==> config.mk <==
export PLATFORM = sky130hd
export DESIGN_NAME = mpei_apb_gpio_irq
export DESIGN_NICKNAME = d
export VERILOG_FILES = /design/src/rtl/mpei_gpio_pkg.sv /design/src/rtl/mpei_gpio_deb.sv /design/src/rtl/mpei_apb_gpio_irq.sv
export SDC_FILE = /design/constraint.sdc
export NUM_CORES = 2
export LEC_CHECK = 0
export CORE_AREA = 2 2 249 202
export DETAILED_ROUTE_END_ITERATION = 12
export DIE_AREA = 0 0 251 204
export HOLD_SLACK_MARGIN = 0.02
export PLACE_DENSITY = 0.95
export SYNTH_ARGS = -nofsm -noshare
export SYNTH_HDL_FRONTEND = slang
export SYNTH_SLANG_ARGS = --single-unit
==> constraint.sdc <==
create_clock -name clk_i -period 53.2 [get_ports clk_i]
set_input_delay 10.64 -clock clk_i [delete_from_list [all_inputs] [get_ports clk_i]]
set_output_delay 10.64 -clock clk_i [all_outputs]
set_load 0.01 [all_outputs]
==> src/rtl/mpei_gpio_pkg.sv <==
// Shared definitions for the APB GPIO peripheral: register offsets,
// interrupt mode encoding and a helper that trims bus words to the pin count.
package mpei_gpio_pkg;

   localparam int GPIO_DATA_IN  = 'h00;
   localparam int GPIO_DATA_OUT = 'h04;
   localparam int GPIO_OEN      = 'h08;
   localparam int GPIO_IRQ_EN   = 'h0C;
   localparam int GPIO_IRQ_MODE = 'h10;
   localparam int GPIO_IRQ_POL  = 'h14;
   localparam int GPIO_IRQ_BOTH = 'h18;
   localparam int GPIO_IRQ_PEND = 'h1C;
   localparam int GPIO_DEB_CFG  = 'h20;
   localparam int GPIO_OUT_SET  = 'h24;
   localparam int GPIO_OUT_CLR  = 'h28;

   typedef enum logic {
      IRQ_LEVEL = 1'b0,
      IRQ_EDGE  = 1'b1
   } irq_mode_e;

   function automatic logic [31:0] gpio_mask(input logic [31:0] word, input int width);
      logic [31:0] keep;
      keep = (width >= 32) ? 32'hFFFF_FFFF : ((32'h1 << width) - 32'h1);
      return word & keep;
   endfunction

endpackage

==> src/rtl/mpei_gpio_deb.sv <==
// One GPIO input: metastability synchroniser, debounce filter and the
// registered previous value used for edge detection.
module mpei_gpio_deb #(
   parameter int SYNC_STAGES = 2,
   parameter int DEB_W       = 8
) (
   input  logic             clk_i,
   input  logic             rst_i,
   input  logic             din,
   input  logic [DEB_W-1:0] deb_cfg,
   output logic             d,
   output logic             rise,
   output logic             fall
);

   logic [SYNC_STAGES-1:0] sync_p0;
   logic [DEB_W-1:0]       cnt_p1;
   logic                   d_p1;
   logic                   d_prev_p2;
   logic                   s;

   assign s = sync_p0[SYNC_STAGES-1];

   // stage 0: synchroniser chain; stage 1: debounce; stage 2: previous value
   always_ff @(posedge clk_i or posedge rst_i) begin
      if (rst_i) begin
         sync_p0   <= '0;
         cnt_p1    <= '0;
         d_p1      <= 1'b0;
         d_prev_p2 <= 1'b0;
      end else begin
         sync_p0   <= {sync_p0[SYNC_STAGES-2:0], din};
         d_prev_p2 <= d_p1;
         if (s == d_p1) begin
            cnt_p1 <= '0;
         end else if (cnt_p1 == deb_cfg) begin
            // a zero threshold matches immediately, which gives the bypass
            d_p1   <= s;
            cnt_p1 <= '0;
         end else begin
            cnt_p1 <= cnt_p1 + DEB_W'(1);
         end
      end
   end

   assign d    = d_p1;
   assign rise = d_p1 & ~d_prev_p2;
   assign fall = ~d_p1 & d_prev_p2;

endmodule

==> src/rtl/mpei_apb_gpio_irq.sv <==
// APB GPIO peripheral: register file, atomic output set/clear, per-pin
// level/edge interrupt detection with W1C pending bits and one IRQ line.
module mpei_apb_gpio_irq
   import mpei_gpio_pkg::*;
#(
   parameter int GPIO_W      = 32,
   parameter int SYNC_STAGES = 2,
   parameter int DEB_W       = 8,
   parameter int APB_AW      = 8
) (
   input  logic              clk_i,
   input  logic              rst_i,
   input  logic              psel_i,
   input  logic              penable_i,
   input  logic              pwrite_i,
   input  logic [APB_AW-1:0] paddr_i,
   input  logic [31:0]       pwdata_i,
   output logic [31:0]       prdata_o,
   output logic              pready_o,
   output logic              pslverr_o,
   input  logic [GPIO_W-1:0] gpio_in_din,
   output logic [GPIO_W-1:0] gpio_out_dout,
   output logic [GPIO_W-1:0] gpio_out_oen,
   output logic              irq_o
);

   logic              acc;
   logic              wr_en;
   logic              rd_en;
   logic              mapped;
   logic [APB_AW-1:0] addr_w;
   logic [31:0]       wmask;
   logic [GPIO_W-1:0] wdata;
   logic [31:0]       rd_word;
   logic              unused_addr_lsb;

   logic [GPIO_W-1:0] dout_q;
   logic [GPIO_W-1:0] oen_q;
   logic [GPIO_W-1:0] en_q;
   logic [GPIO_W-1:0] mode_q;
   logic [GPIO_W-1:0] pol_q;
   logic [GPIO_W-1:0] both_q;
   logic [GPIO_W-1:0] pend_q;
   logic [DEB_W-1:0]  deb_cfg_q;
   logic              irq_q;

   logic [GPIO_W-1:0] d_vec;
   logic [GPIO_W-1:0] rise_vec;
   logic [GPIO_W-1:0] fall_vec;
   logic [GPIO_W-1:0] evt;
   logic [GPIO_W-1:0] w1c;

   assign acc             = psel_i & penable_i;
   assign wr_en           = acc & pwrite_i;
   assign rd_en           = acc & ~pwrite_i;
   assign addr_w          = {paddr_i[APB_AW-1:2], 2'b00};
   assign unused_addr_lsb = ^paddr_i[1:0];
   assign wmask           = gpio_mask(pwdata_i, GPIO_W);
   assign wdata           = wmask[GPIO_W-1:0];

   for (genvar g = 0; g < GPIO_W; g++) begin : g_pin
      mpei_gpio_deb #(
         .SYNC_STAGES (SYNC_STAGES),
         .DEB_W       (DEB_W)
      ) u_deb (
         .clk_i   (clk_i),
         .rst_i   (rst_i),
         .din     (gpio_in_din[g]),
         .deb_cfg (deb_cfg_q),
         .d       (d_vec[g]),
         .rise    (rise_vec[g]),
         .fall    (fall_vec[g])
      );
   end

   always_comb begin
      rd_word = '0;
      mapped  = 1'b1;
      case (addr_w)
         APB_AW'(GPIO_DATA_IN):  rd_word = 32'(d_vec);
         APB_AW'(GPIO_DATA_OUT): rd_word = 32'(dout_q);
         APB_AW'(GPIO_OEN):      rd_word = 32'(oen_q);
         APB_AW'(GPIO_IRQ_EN):   rd_word = 32'(en_q);
         APB_AW'(GPIO_IRQ_MODE): rd_word = 32'(mode_q);
         APB_AW'(GPIO_IRQ_POL):  rd_word = 32'(pol_q);
         APB_AW'(GPIO_IRQ_BOTH): rd_word = 32'(both_q);
         APB_AW'(GPIO_IRQ_PEND): rd_word = 32'(pend_q);
         APB_AW'(GPIO_DEB_CFG):  rd_word = 32'(deb_cfg_q);
         APB_AW'(GPIO_OUT_SET),
         APB_AW'(GPIO_OUT_CLR):  rd_word = '0;
         default:                mapped  = 1'b0;
      endcase
   end

   assign prdata_o  = (rd_en && mapped) ? rd_word : '0;
   assign pslverr_o = acc & ~mapped;
   assign pready_o  = 1'b1;

   always_comb begin
      evt = '0;
      for (int i = 0; i < GPIO_W; i++) begin
         if (irq_mode_e'(mode_q[i]) == IRQ_EDGE) begin
            evt[i] = both_q[i] ? (rise_vec[i] | fall_vec[i])
                               : (pol_q[i] ? rise_vec[i] : fall_vec[i]);
         end else begin
            evt[i] = pol_q[i] ? d_vec[i] : ~d_vec[i];
         end
      end
   end

   assign w1c = (wr_en && addr_w == APB_AW'(GPIO_IRQ_PEND)) ? wdata : '0;

   // register stage: bus writes, pending capture and the registered IRQ line
   always_ff @(posedge clk_i or posedge rst_i) begin
      if (rst_i) begin
         dout_q    <= '0;
         oen_q     <= '0;
         en_q      <= '0;
         mode_q    <= '0;
         pol_q     <= '0;
         both_q    <= '0;
         pend_q    <= '0;
         deb_cfg_q <= '0;
         irq_q     <= 1'b0;
      end else begin
         // a new event outranks a simultaneous clear so no edge is ever lost
         pend_q <= (pend_q & ~w1c) | evt;
         irq_q  <= |(pend_q & en_q);
         if (wr_en) begin
            case (addr_w)
               APB_AW'(GPIO_DATA_OUT): dout_q    <= wdata;
               APB_AW'(GPIO_OEN):      oen_q     <= wdata;
               APB_AW'(GPIO_IRQ_EN):   en_q      <= wdata;
               APB_AW'(GPIO_IRQ_MODE): mode_q    <= wdata;
               APB_AW'(GPIO_IRQ_POL):  pol_q     <= wdata;
               APB_AW'(GPIO_IRQ_BOTH): both_q    <= wdata;
               APB_AW'(GPIO_DEB_CFG):  deb_cfg_q <= pwdata_i[DEB_W-1:0];
               APB_AW'(GPIO_OUT_SET):  dout_q    <= dout_q | wdata;
               APB_AW'(GPIO_OUT_CLR):  dout_q    <= dout_q & ~wdata;
               default: ;
            endcase
         end
      end
   end

   assign gpio_out_dout = dout_q;
   assign gpio_out_oen  = oen_q;
   assign irq_o         = irq_q;

endmodule

==> results.md <==
* Status: completed
* Worst-path clk slew at 0.06 ns
* Multi-input gate area at 14700 sq um
* Final Setup Violations at 0
* Sw frac at 33.2%
* Final Critical Period at 26.10 ns
* Die height at 204 um
* Peak VDD IR at 0.0312 mV
* GRT Util Overall at 35.7%
* Largest fanout on the critical path at 76
* Most frequent cells in the layout: dfrtp_1 (609), nor2_1 (323), xnor2_1 (288)
* Reg2reg setup slack at 50.76 ns
* Gr ovfl total at 0
* CTS tree: yes
* Cts-stage hold buffer count at 0
* Routed Antenna Nets at 0
* Setup TNS at 0 ns
* Synth Instances at 2922
* # rows at 73
* Inst Count DP at 3642
* Hold Path Class: reg -> reg
* Reg2reg end: g_pin[22].u_deb.cnt_p1[5]
* Post-synthesis cell type count at 48
* Core area at 49000 sq um
* Mapped Nets at 3095
* Int Pwr at 0.900 mW
* Startpoint types: input pin
* DP Wirelength at 54.6 mm
* Synth Flop Type: dfrtp_1
* Clk buf depth at 3
* Register share of total power at 45.2%
* Worst endpoint required time at 42.56 ns
* Worst setup EP type: output pin
* Final Hold Fails at 0
* Worst-Margin Slew at 1.29 ns
* Area Growth Syn to Fin at 13.7%
* Routed wire per std cell at 24.3 um
* Synthesized area per cell at 10.7 sq um
* Worst Setup Path Type: in -> out
* Final net count at 3238
* Seq/Total Area, Yosys at 49.3%
* Clock network power share at 33.3%
* Leakage power at 15.7 nW
* Setup skew after layout at 0.0239 ns
* Yosys warns at 0
* Slew HR at 13.5%
* Max Clock Freq at 38.3 MHz
* Clock sinks at 617
* Postcts setup bufs at 0
* Gate power share at 21.5%
* Global-route wire length before repair at 142 mm
* Pwr/cell area at 37.9 nW/um^2
* Mapped Area at 31300 sq um
* Ports at 176
* Pin count of the biggest net entering global routing at 173
* Post-CTS sizing at 0
* Filler cell count at 2840
* Reg2Reg Depth at 5
* Cell Count, Final, Fillers Out at 3759
* Die area at 51200 sq um
* Worst flop-to-flop path startpoint: deb_cfg_q[4]
* Gp weighted congestion at 0.938
* Number of global-route vias before repair at 25900
* Avg Vias per Cell at 6.62
* Asr flop ratio synth at 100%
* Final period utilization at 49.1%
* FF+latch count, synth at 617
* Input/output buffers at 172
* Initial Util at 64.0%
* DR pass1 iterations at 10
* Pwr Total at 1.35 mW
* Initial drt markers at 3464
* Storage cell area at 15400 sq um
* Most common cell after layout, fill and taps aside: dfrtp_1
* Vias at 24900
* Data arrival, critical path at 15.46 ns
* RSZ-0062 raised after global routing: no
* Maximum level of the CTS H-tree at 2
* Min-Delay Startpoint: g_pin[14].u_deb.sync_p0[0]
* Cts bufs inserted at 58
* Final slew viol count at 0
* Total Wirelength at 91.3 mm
* Maxcap violations at 0
* Clk_lat worst skew at 0.65 ns
* Sw power at 0.448 mW
* Antenna violations before repair at 11
* Die W at 251 um
* Post-synth EDFFs at 0
* Clk root buf: clkbuf_16
* Ratio of cells with drive above 1 in the final layout at 11.2%
* WHS at 0.344 ns
* Hold endpoint: g_pin[14].u_deb.sync_p0[1]
* DR DRC count at 0
* Hold Path Depth at 0
power groups by stage:
| stage | registers (mW) | logic, mW | clock network, mW |
|---|---|---|---|
| finish | 0.610 | 0.289 | 0.449 |
| global placement | 0.602 | 0.246 | 0 |
| CTS | 0.604 | 0.284 | 0.449 |
| global route | 0.614 | 0.321 | 0.468 |
| floorplan | 0.580 | 0.198 | 0 |
| detailed placement | 0.610 | 0.269 | 0 |
how the worst max path moves through the flow:
| stage | from | end | slack [ns] | cells after the start |
|---|---|---|---|---|
| 6_report | paddr_i[4] | prdata_o[26] | 27.10 | 6 |
| 5_1_grt | paddr_i[4] | prdata_o[26] | 27.22 | 6 |
| 4_1_cts | paddr_i[4] | prdata_o[26] | 27.46 | 6 |
| 3_5_place_dp | paddr_i[4] | prdata_o[21] | 27.60 | 6 |
| 3_3_place_gp | paddr_i[4] | prdata_o[21] | 27.68 | 6 |
| 2_1_floorplan | rst_i | both_q[0] | 25.28 | 1 |
through the flow:
stage,utilization [%],setup WS (ns),cell area (sq um)
after floorplan,-,25.28,31300
after global placement,68.4,27.68,33500
after detailed placement,68.4,27.60,33500
after CTS,72.6,27.46,35600
after global routing,72.7,27.22,35600
final,72.7,27.10,35600
area by class of cell:
class	count	area share, %
multi-input cells	2020	41.3
clock inverters	20	0.868
flip-flops and latches	617	43.4
diodes	7	0.0492
clock buffers	90	4.93
inverters	170	1.81
repair buffers	198	5.41
well taps	637	2.24
worst max-delay path, cell delays in order:
cell and delay [ns]:
clkdlybuf4s50_1 1.12, or4b_4 0.95, nor3_4 1.12, a2111oi_0 0.36
a31oi_1 0.57, clkdlybuf4s50_1 0.65
registers in the layout, indices dropped and copies added (netlist names), 32 cells and up:
signal / flops
both_q: 32
g_pin.u_deb.sync_p0: 64
g_pin.u_deb.cnt_p1: 256
en_q: 32
g_pin.u_deb.d: 32
gpio_out_dout: 32
gpio_out_oen: 32
g_pin.u_deb.d_prev_p2: 32
pend_q: 32
mode_q: 32
pol_q: 32
synthesized netlist by cell type, types with 5 or more instances:
library cell	number	area share (%)
a31oi_1	25	0.50
mux2_4	20	0.96
nor3_1	105	1.7
dfrtp_1	617	49
nand2_1	102	1.2
nand4_1	68	1.4
buf_2	51	0.82
buf_4	8	0.19
nor3_4	5	0.26
inv_1	170	2.0
o21ai_1	32	0.51
o211ai_1	6	0.14
and3_1	65	1.3
nor2_1	323	3.9
mux2_2	176	6.3
a22oi_1	73	1.8
a21oi_1	40	0.64
xor2_1	224	6.3
nand3_1	161	2.6
o22ai_1	8	0.16
clkbuf_1	48	0.58
o31ai_1	32	0.77
xnor2_1	289	8.1
ha_1	96	3.8
a2111oi_0	24	0.67
nor2b_1	32	0.64
a221o_1	32	1.0
a211oi_1	32	0.77
buf_6	6	0.22
mux2i_1	15	0.48
cells by family (layout without fill, tap and decap cells):
logic type	count (synthesis)	in the layout	synth area share, %
adder cells (fa/ha/maj)	96	96	3.84
other	1	8	0.0120
AND/OR/NAND/NOR	881	881	13.4
flip-flops	617	617	49.3
XOR/XNOR	513	513	14.4
buffers and inverters	285	478	3.86
AO/OA/AOI/OAI	310	310	7.05
multiplexers	219	219	8.20
per-layer routing:
metal	share of wire [%]	vias up	global-route usage, %	wire [um]
met2	45	1786	54.6	41200
met5	0.046	-	0	42
met3	12	570	11.7	11400
met4	7.2	6	23.7	6540
met1	35	12200	43.6	32100
li1	-	10400	-	-
Power figures use the tool's default switching activity.
